<file path="config.mk">
export PLATFORM = sky130hd
export DESIGN_NAME = gc_joybus_poller
export DESIGN_NICKNAME = d
export VERILOG_FILES = /design/src/rtl/gc_joybus_poller.sv
export SDC_FILE = /design/constraint.sdc
export NUM_CORES = 1
export LEC_CHECK = 0
export ABC_AREA = 1
export CAP_MARGIN = 10
export CORE_ASPECT_RATIO = 2
export CORE_MARGIN = 2
export CORE_UTILIZATION = 23
export DETAILED_ROUTE_END_ITERATION = 12
export DONT_BUFFER_PORTS = 1
export PLACE_DENSITY_LB_ADDON = 0.05
export REMOVE_ABC_BUFFERS = 1
export SLEW_MARGIN = 20
export SYNTH_ARGS = -nofsm -noshare
export SYNTH_HDL_FRONTEND = slang
export SYNTH_SLANG_ARGS = --single-unit
</file>
<file path="constraint.sdc">
create_clock -name clk -period 5.4 [get_ports clk]
set_clock_uncertainty 0.2 [all_clocks]
set_input_delay 0.27 -clock clk [delete_from_list [all_inputs] [get_ports clk]]
set_output_delay 0.27 -clock clk [all_outputs]
set_load 0.05 [all_outputs]
</file>
<file path="src/rtl/gc_joybus_poller.sv">
// Joybus host for one GameCube controller port: sends the 24-bit poll command on the
// open-drain line, then decodes the controller's 64-bit reply into a parallel word.
module gc_joybus_poller #(
    parameter int CLK_PER_US     = 60,
    parameter int RX_TIMEOUT_US  = 100,
    parameter int BIT_TIMEOUT_US = 8,
    parameter int GLITCH_CYC     = 15
) (
    input  logic        clk,
    input  logic        rst,
    input  logic        start,
    input  logic        rumble,
    input  logic        line_in,
    output logic        line_oe,
    output logic        busy,
    output logic [63:0] data,
    output logic        valid,
    output logic        err
);
    // Handshake: start is sampled only while idle; valid and err are single-cycle
    // strobes issued in the same cycle that busy falls, and data changes only with valid.

    localparam logic [15:0] T_SHORT = 16'(CLK_PER_US);
    localparam logic [15:0] T_LONG  = 16'(3 * CLK_PER_US);
    localparam logic [15:0] T_CELL  = 16'(4 * CLK_PER_US);
    localparam logic [15:0] THRESH  = 16'(2 * CLK_PER_US);
    localparam logic [15:0] RX_TO   = 16'(RX_TIMEOUT_US * CLK_PER_US);
    localparam logic [15:0] BIT_TO  = 16'(BIT_TIMEOUT_US * CLK_PER_US);
    localparam logic [15:0] GLITCH  = 16'(GLITCH_CYC);

    typedef enum logic [3:0] {
        IDLE, TX_LOW, TX_HIGH, TX_STOP, RX_WAIT, RX_LOW, RX_HIGH, RX_STOP, DONE, ERR
    } state_t;

    state_t      state, state_n, prev, prev_n;
    logic [1:0]  sync;
    logic        ls;
    logic [23:0] cmd;
    logic [4:0]  bit_idx;
    logic [6:0]  rx_bits;
    logic [63:0] shreg;
    logic [15:0] tmr, low_cnt, low_len, hi_len;
    logic        cur_bit, rx_bit;
    logic        tmr_clr, tmr_one, low_start, load_cmd, idx_dec, shift_en;

    assign ls      = sync[1];
    assign cur_bit = cmd[bit_idx];
    assign low_len = cur_bit ? T_SHORT : T_LONG;
    assign hi_len  = T_CELL - low_len;
    assign rx_bit  = (low_cnt < THRESH);

    assign line_oe = (state == TX_LOW) || (state == TX_STOP);
    assign busy    = (state != IDLE) && (state != DONE) && (state != ERR);
    assign valid   = (state == DONE);
    assign err     = (state == ERR);

    always_ff @(posedge clk or posedge rst) begin
        if (rst) begin
            state <= IDLE;
            prev  <= RX_WAIT;
        end else begin
            state <= state_n;
            prev  <= prev_n;
        end
    end

    always_comb begin
        state_n   = state;
        prev_n    = prev;
        tmr_clr   = 1'b0;
        tmr_one   = 1'b0;
        low_start = 1'b0;
        load_cmd  = 1'b0;
        idx_dec   = 1'b0;
        shift_en  = 1'b0;
        case (state)
            IDLE: begin
                if (start) begin
                    state_n  = TX_LOW;
                    load_cmd = 1'b1;
                    tmr_clr  = 1'b1;
                end
            end
            TX_LOW: begin
                if (tmr == low_len - 16'd1) begin
                    state_n = TX_HIGH;
                    tmr_clr = 1'b1;
                end
            end
            TX_HIGH: begin
                if (tmr == hi_len - 16'd1) begin
                    tmr_clr = 1'b1;
                    if (bit_idx == 5'd0) begin
                        state_n = TX_STOP;
                    end else begin
                        idx_dec = 1'b1;
                        state_n = TX_LOW;
                    end
                end
            end
            TX_STOP: begin
                if (tmr == T_SHORT - 16'd1) begin
                    state_n = RX_WAIT;
                    tmr_clr = 1'b1;
                end
            end
            RX_WAIT: begin
                if (tmr >= RX_TO - 16'd1) begin
                    state_n = ERR;
                end else if (!ls) begin
                    state_n   = RX_LOW;
                    prev_n    = RX_WAIT;
                    low_start = 1'b1;
                end
            end
            RX_HIGH, RX_STOP: begin
                if (tmr >= BIT_TO - 16'd1) begin
                    state_n = ERR;
                end else if (!ls) begin
                    state_n   = RX_LOW;
                    prev_n    = state;
                    low_start = 1'b1;
                end
            end
            RX_LOW: begin
                // tmr keeps running here so a glitch cannot extend the waiting state's timeout
                if (ls) begin
                    if (low_cnt < GLITCH) begin
                        state_n = prev;
                    end else if (prev == RX_STOP) begin
                        state_n = DONE;
                    end else begin
                        shift_en = 1'b1;
                        tmr_one  = 1'b1;
                        state_n  = (rx_bits == 7'd63) ? RX_STOP : RX_HIGH;
                    end
                end else if (low_cnt >= BIT_TO - 16'd1) begin
                    state_n = ERR;
                end
            end
            DONE:    state_n = IDLE;
            ERR:     state_n = IDLE;
            default: state_n = IDLE;
        endcase
    end

    always_ff @(posedge clk or posedge rst) begin
        if (rst) begin
            sync    <= 2'b11;
            cmd     <= '0;
            bit_idx <= '0;
            rx_bits <= '0;
            shreg   <= '0;
            tmr     <= '0;
            low_cnt <= '0;
            data    <= '0;
        end else begin
            sync <= {sync[0], line_in};

            if (tmr_clr)
                tmr <= '0;
            else if (tmr_one)
                tmr <= 16'd1;
            else if (tmr != 16'hFFFF)
                tmr <= tmr + 16'd1;

            // The cycle that first sees the line low counts as low cycle 1
            if (low_start)
                low_cnt <= 16'd1;
            else if (low_cnt != 16'hFFFF)
                low_cnt <= low_cnt + 16'd1;

            if (load_cmd) begin
                cmd     <= {8'h40, 8'h03, 7'h00, rumble};
                bit_idx <= 5'd23;
                rx_bits <= '0;
            end
            if (idx_dec)
                bit_idx <= bit_idx - 5'd1;
            if (shift_en) begin
                shreg   <= {shreg[62:0], rx_bit};
                rx_bits <= rx_bits + 7'd1;
            end
            if (state_n == DONE)
                data <= shreg;
        end
    end

endmodule
</file>
* Yosys cells after proc, flatten, opt, wreduce, memory -nomap -nowiden *
Cells that the tools add are included.

operators by class
  $mul = 0
  reductions and logical operators = 13
  magnitude comparators = 6
  divide/modulo/power cells = 0
  bitwise gates (word level) = 0
  equal/unequal tests = 23
  shift operators = 0
  add/subtract/negate cells = 7
  multiplexer cells = 48

operator list
  operator                                                              count
  2-to-1 mux 16 bit                                                     5
  2-to-1 mux 4 bit                                                      15
  adder 16 x 1 -> 16 bit (second input constant)                        2
  equality test 16 bit                                                  2
  greater-or-equal comparator 16 x 9 -> 1 bit (second input constant)   2
  inequality test 16 bit (second input constant)                        2
  case mux 4 bit (7 select lines)                                       1
  equality test 4 x 3 -> 1 bit (second input constant)                  5
  2-to-1 mux 1 bit                                                      17
  equality test 16 x 6 -> 1 bit (second input constant)                 1
  greater-or-equal comparator 16 x 13 -> 1 bit (second input constant)  1
  less-than comparator 16 x 4 -> 1 bit (second input constant)          1
  less-than comparator 16 x 7 -> 1 bit (second input constant)          1
  2-to-1 mux 7 bit                                                      2
  equality test 4 bit (second input constant)                           3
  2-to-1 mux 5 bit                                                      2
  subtractor 9 x 2 -> 10 bit (second input constant)                    1
  subtractor 8 x 1 -> 9 bit (second input constant)                     1
  subtractor 8 x 8 -> 9 bit (first input constant)                      1
  equality test 4 x 2 -> 1 bit (second input constant)                  2
  2-to-1 mux 8 bit                                                      1
  inequality test 2 bit (second input constant)                         4
  inequality test 4 bit (second input constant)                         2
  case mux 4 bit (2 select lines)                                       1
  18 further kinds                                                      22

word-level totals
  memories = 0
  flip-flop bits (word level) = 184
  word-level logic and storage cells = 107
  RAM bits = 0
  output and inout port bits = 68
  input port bits = 5
  bits in latches = 0
  memory bits (read-only) = 0

* Depth between registers and ports, before layout *
  depth after elaboration = 9
  depth in mapped cells = 15
  gate-level depth less buffers = 14

* Least setup slack after synthesis *
Ideal clock, no wire load.

  kind = reg2reg
  start point = reg tmr[0]
  end point = reg data[10]
  buffers on the path = 2
  setup time = 0.119 ns
  arrival time = 1.913 ns
  setup slack = 3.168 ns
  data required time = 5.081 ns
  period minus slack after synthesis = 2.232 ns
  cell stages (with the launch flop) = 16
  cells stage by stage = dfrtp_1 ha_1 nand3_1 nand2_1 nand2_1 nand2_1 nand2_1 nand2_1 nand2_1 o21ai_0 a21oi_1 nor2_4 buf_6 buf_4 nand4_1 nand2_1

on the way
  longest elaborated chain between the ends = 4
  elaborated cells between the ends (all ways) = 12
  those cells by class = order compare: 2; eq/ne: 4; mux: 6

ends and longest elaborated chain
  what                                                                 RTL line  source
  start: declaration                                                   42        logic [15:0] tmr, low_cnt, low_len, hi_len;
  start signal: assignment                                             165       tmr <= tmr + 16'd1;
  greater-or-equal comparator 16 x 9 -> 1 bit (tied with other cells)  117       if (tmr >= BIT_TO - 16'd1) begin
  2-to-1 mux 4 bit, on equally long branches                           --
  case mux 4 bit (7 select lines) *                                    76        case (state)
  equality test 4 bit *                                                184       if (state_n == DONE)
  end signal: assignment                                               185       data <= shreg;
  end: declaration                                                     16        output logic [63:0] data,

Every way passes the cells marked *; elsewhere a longest branch is shown, timed or not.
A chain may end at the register's enable or synchronous reset.

* Final worst setup path *
  start point = reg low_cnt[0]
  end point = reg data[13]

on the way
  longest elaborated chain between the ends = 5
  elaborated cells between the ends (all ways) = 7
  those cells by class = order compare: 2; eq/ne: 1; mux: 4

ends and longest elaborated chain
  what                                                                                                 RTL line  source
  start: declaration                                                                                   42
  start signal: assignment                                                                             171       low_cnt <= low_cnt + 16'd1;
  greater-or-equal comparator 16 x 9 -> 1 bit or less-than comparator 16 x 4 -> 1 bit (tied branches)  137, 128
  2-to-1 mux 4 bit, on equally long branches                                                           137, 128
  2-to-1 mux 4 bit *                                                                                   127       if (ls) begin
  case mux 4 bit (7 select lines) *                                                                    76
  net state_n[2]                                                                                       35        state_t state, state_n, prev, prev_n;
  equality test 4 bit *                                                                                184

Mark *: on every way through the listed nets, which the timed path passes. The rest lies on a longest branch.

==> results.py <==
metrics = {
    "floorplanning": {
        "boundaryPins": 73,
        "start_util_pct": 23.4,
        "die_w_um": 140,
        "area_of_the_die_sq_um": 38800,
        "placeableCoreArea_sq_um": 36500,
        "die_y_um": 277,
        "core.rowCount": 99,
    },
    "power": {
        "power.internal_w": 0.00204,
        "cellPowerDensity_nw_per_um2": 285,
        "total_leakage_power_nw": 4.89,
        "share_seq_of_total_power_pct": 51.1,
        "clock_power_share_pct": 47.7,
        "power.ir.vdd_worst_mv": 0.198,
        "netSwitchingFraction_pct": 24.6,
        "p_sw_w": 0.000663,
        "combinational_share_of_power_pct": 1.2,
    },
    "global_route": {
        "grt_max_degree": 118,
        "grt_overflow_total": 0,
        "grt_pass1_vias": 6960,
        "grt_antenna_before_repair": 0,
        "grt_first_pass_wirelength_mm": 39.6,
        "grtUsageTotal_pct": 13.1,
    },
    "worst_setup_path": {
        "start_kind": "register",
        "cp.arrival_ns": 3.80,
        "worst-setup-path-type": "register to register",
        "critical_path.max_fanout": 64,
        "worstPathRequired_ns": 5.54,
        "end_kind": "register",
    },
    "cts": {
        "cts_inserted_buffers": 17,
        "clk_latency_ns": 0.45,
        "cts.hold.buffers_added": 3,
        "numClockSinks": 184,
        "clk_root_buffer_cell": "clkbuf_16",
        "h_tree_lvl_count": 4,
        "cts.path.max_buffers": 2,
        "clkTransAtPathRegs_ns": 0.07,
        "cts_tree": "built",
        "cts_resized": 0,
        "cts_setup_buffers": 0,
    },
    "placement": {
        "hpwl_mm": 15.8,
        "place_congestion": 0.750,
        "placement.cell_area_sq_um": 8860,
        "numPortBuffers": 0,
    },
    "synthesis": {
        "yosys_top_cell_by_area": "dfrtp_1",
        "synth_edf_count": 0,
        "syn_inst": 1030,
        "yosysSeqAreaShare_pct": 53.9,
        "ys_seq_elements": 184,
        "yosysUniqueCellTypes": 37,
        "async_flop_share_pct": 100,
        "synth-warning-count": 0,
        "syn_area_sq_um": 8540,
        "postSynthAreaPerCell_sq_um": 8.30,
        "yosys.area.top_type_share_pct": 53.0,
        "synth_area_leaders": "dfrtp_1 53%, nand2_1 18%, nand4_1 5.9%, nand3_1 3.0%, nor2_1 2.9%",
        "yosys_most_used_dff": "dfrtp_1",
    },
    "status": {
        "status": "finished, final reports clean",
    },
    "layout": {
        "area.growth.synth_to_final_pct": 10.9,
        "numnets_final": 1021,
        "post_route_design_area_sq_um": 9480,
        "final_layout_size_suffix_gt1_share_pct": 7.71,
        "antenna_cells": 0,
        "fin_util_pct": 25.9,
    },
    "detailed_routing": {
        "initialDrtViolationCount": 303,
        "routed_wire_length_per_instance_um": 16.4,
        "detailroute.via_count": 6626,
        "routed_wl_mm": 24.3,
        "final_routed_drc_violation_total": 0,
        "final_antenna_net_count": 0,
        "route.detailed.vias_per_inst": 4.48,
        "drt-pass1-iter-count": 4,
    },
    "sta": {
        "timing.max_slew.rel_slack_pct": 37.1,
        "period_share_pct": 67.9,
        "fin_hold_ws_ns": 0.0890,
        "worst_slew_pin_slew_ns": 0.940,
        "grt_setup_unrepaired": "no",
        "report.final.slew_viol_count": 0,
        "finalHoldViolations": 0,
        "finalWorstPathRequiredPeriod_ns": 3.66,
        "achievable-frequency_mhz": 273,
        "setup-violations-final": 0,
    },
    "hold_path": {
        "worst_hold_path_type": "primary input to register",
    },
    "job": {
        "cap_viol_max_count": 0,
    },
}
[per-stage QoR]
stage                     worst slack, ns  cells  power [W]  setup TNS, ns
final                                1.74   1479    0.00270              0
after global placement               1.62   1444    0.00144              0
after floorplan                   -0.0654    982    0.00143         -11.84
after detailed placement             1.57   1444    0.00144              0
after global routing                 1.29   1479    0.00281              0
after CTS                            1.55   1479    0.00277              0
[critical path, cell delays in order, from the launching register on]
cell and delay (ns):
dfrtp_1 0.41, ha_1 0.24, nand3_1 0.11, nand2_1 0.08, nor2_2 0.22, nand2_2 0.10
nand2_2 0.10, nand3_1 0.09, nand3_1 0.09, nand3_2 0.11, nor2_4 0.70, nand3_4 0.75
nand2_1 0.25, nand2_1 0.06
[final timing paths]
check	startpoint	endpoint	slack [ns]	cells after the start
max in group asynchronous	rst	shreg[60]	3.47	3
worst min register to register	sync[0]	sync[1]	0.16	0
worst max-delay path	low_cnt[0]	data[13]	1.74	13
worst max register to register	low_cnt[0]	data[13]	1.74	13
worst min-delay path	start	cmd[8]	0.09	2
min in group asynchronous	rst	data[10]	0.24	2
[state kept, by name, summed over array words and instances (netlist names)]
signal	count
bit_idx	5
low_cnt	16
cmd	2
sync	2
data	64
shreg	64
rx_bits	7
tmr	16
prev	4
state	4
[power by group through the flow]
stage	Sequential [W]	Clock [W]	Combinational (W)
2_1_floorplan	0.00141	0	0.0000207
3_3_place_gp	0.00141	0	0.0000347
3_5_place_dp	0.00141	0	0.0000347
4_1_cts	0.00138	0.00135	0.0000370
5_1_grt	0.00138	0.00140	0.0000408
6_report	0.00138	0.00129	0.0000329
[cell type report]
cell class                      count  area [sq um]
Clock inverter                     15           163
Fill cell                        3975         27100
Inverter                           72           279
Timing Repair Buffer               11          90.1
Multi-Input combinational cell    726          3340
Sequential cell                   184          4610
Clock buffer                       17           425
Tap cell                          454           568
[layout by cell type (no fill, tap or decap), types with 2 or more instances in the layout]
| cell | instances |
|---|---|
| nor4_1 | 3 |
| nand3_2 | 4 |
| a211oi_1 | 2 |
| dfstp_2 | 3 |
| nor3_2 | 2 |
| inv_6 | 3 |
| nor3_1 | 14 |
| nand2_1 | 416 |
| inv_2 | 11 |
| o21ai_0 | 26 |
| clkinvlp_4 | 4 |
| inv_1 | 58 |
| clkbuf_16 | 17 |
| nand4_1 | 81 |
| dfrtp_1 | 181 |
| clkinv_4 | 3 |
| xnor2_1 | 3 |
| nor2_4 | 6 |
| nand2_2 | 2 |
| buf_4 | 8 |
| nand3_1 | 52 |
| or2_2 | 2 |
| inv_8 | 4 |
| o22ai_1 | 7 |
| xor2_1 | 10 |
| nor3b_1 | 2 |
| ha_1 | 4 |
| a21oi_1 | 10 |
| nor2_1 | 67 |
| a31oi_1 | 3 |
| dlygate4sd3_1 | 3 |
| nor2_2 | 4 |
[synth_stat cells (all sizes together), types with 3 or more instances]
| cell | number |
|---|---|
| a211oi | 3 |
| a21oi | 11 |
| a31oi | 3 |
| buf | 36 |
| clkbuf | 12 |
| dfrtp | 181 |
| dfstp | 3 |
| ha | 4 |
| inv | 70 |
| nand2 | 418 |
| nand3 | 57 |
| nand4 | 81 |
| nor2 | 77 |
| nor3 | 16 |
| nor4 | 3 |
| o21ai | 27 |
| o22ai | 7 |
| xnor2 | 3 |
| xor2 | 10 |
[metal layers]
metal  GRT usage, %  routed length [um]
met5              0                   0
met4           3.78                 359
met3           2.92                 657
met2           25.4               13600
met1           13.8                9660
[cells by family after synthesis]
group | after synthesis | share of synthesized area (%)
buffers and inverters | 120 | 7.07
AOI/OAI and AO/OA | 52 | 3.41
adders and majority gates | 4 | 0.586
xor gates and xnor gates | 13 | 1.33
DFF | 184 | 53.9
and+or+nand+nor | 657 | 33.7
Power figures use the tool's default switching activity.
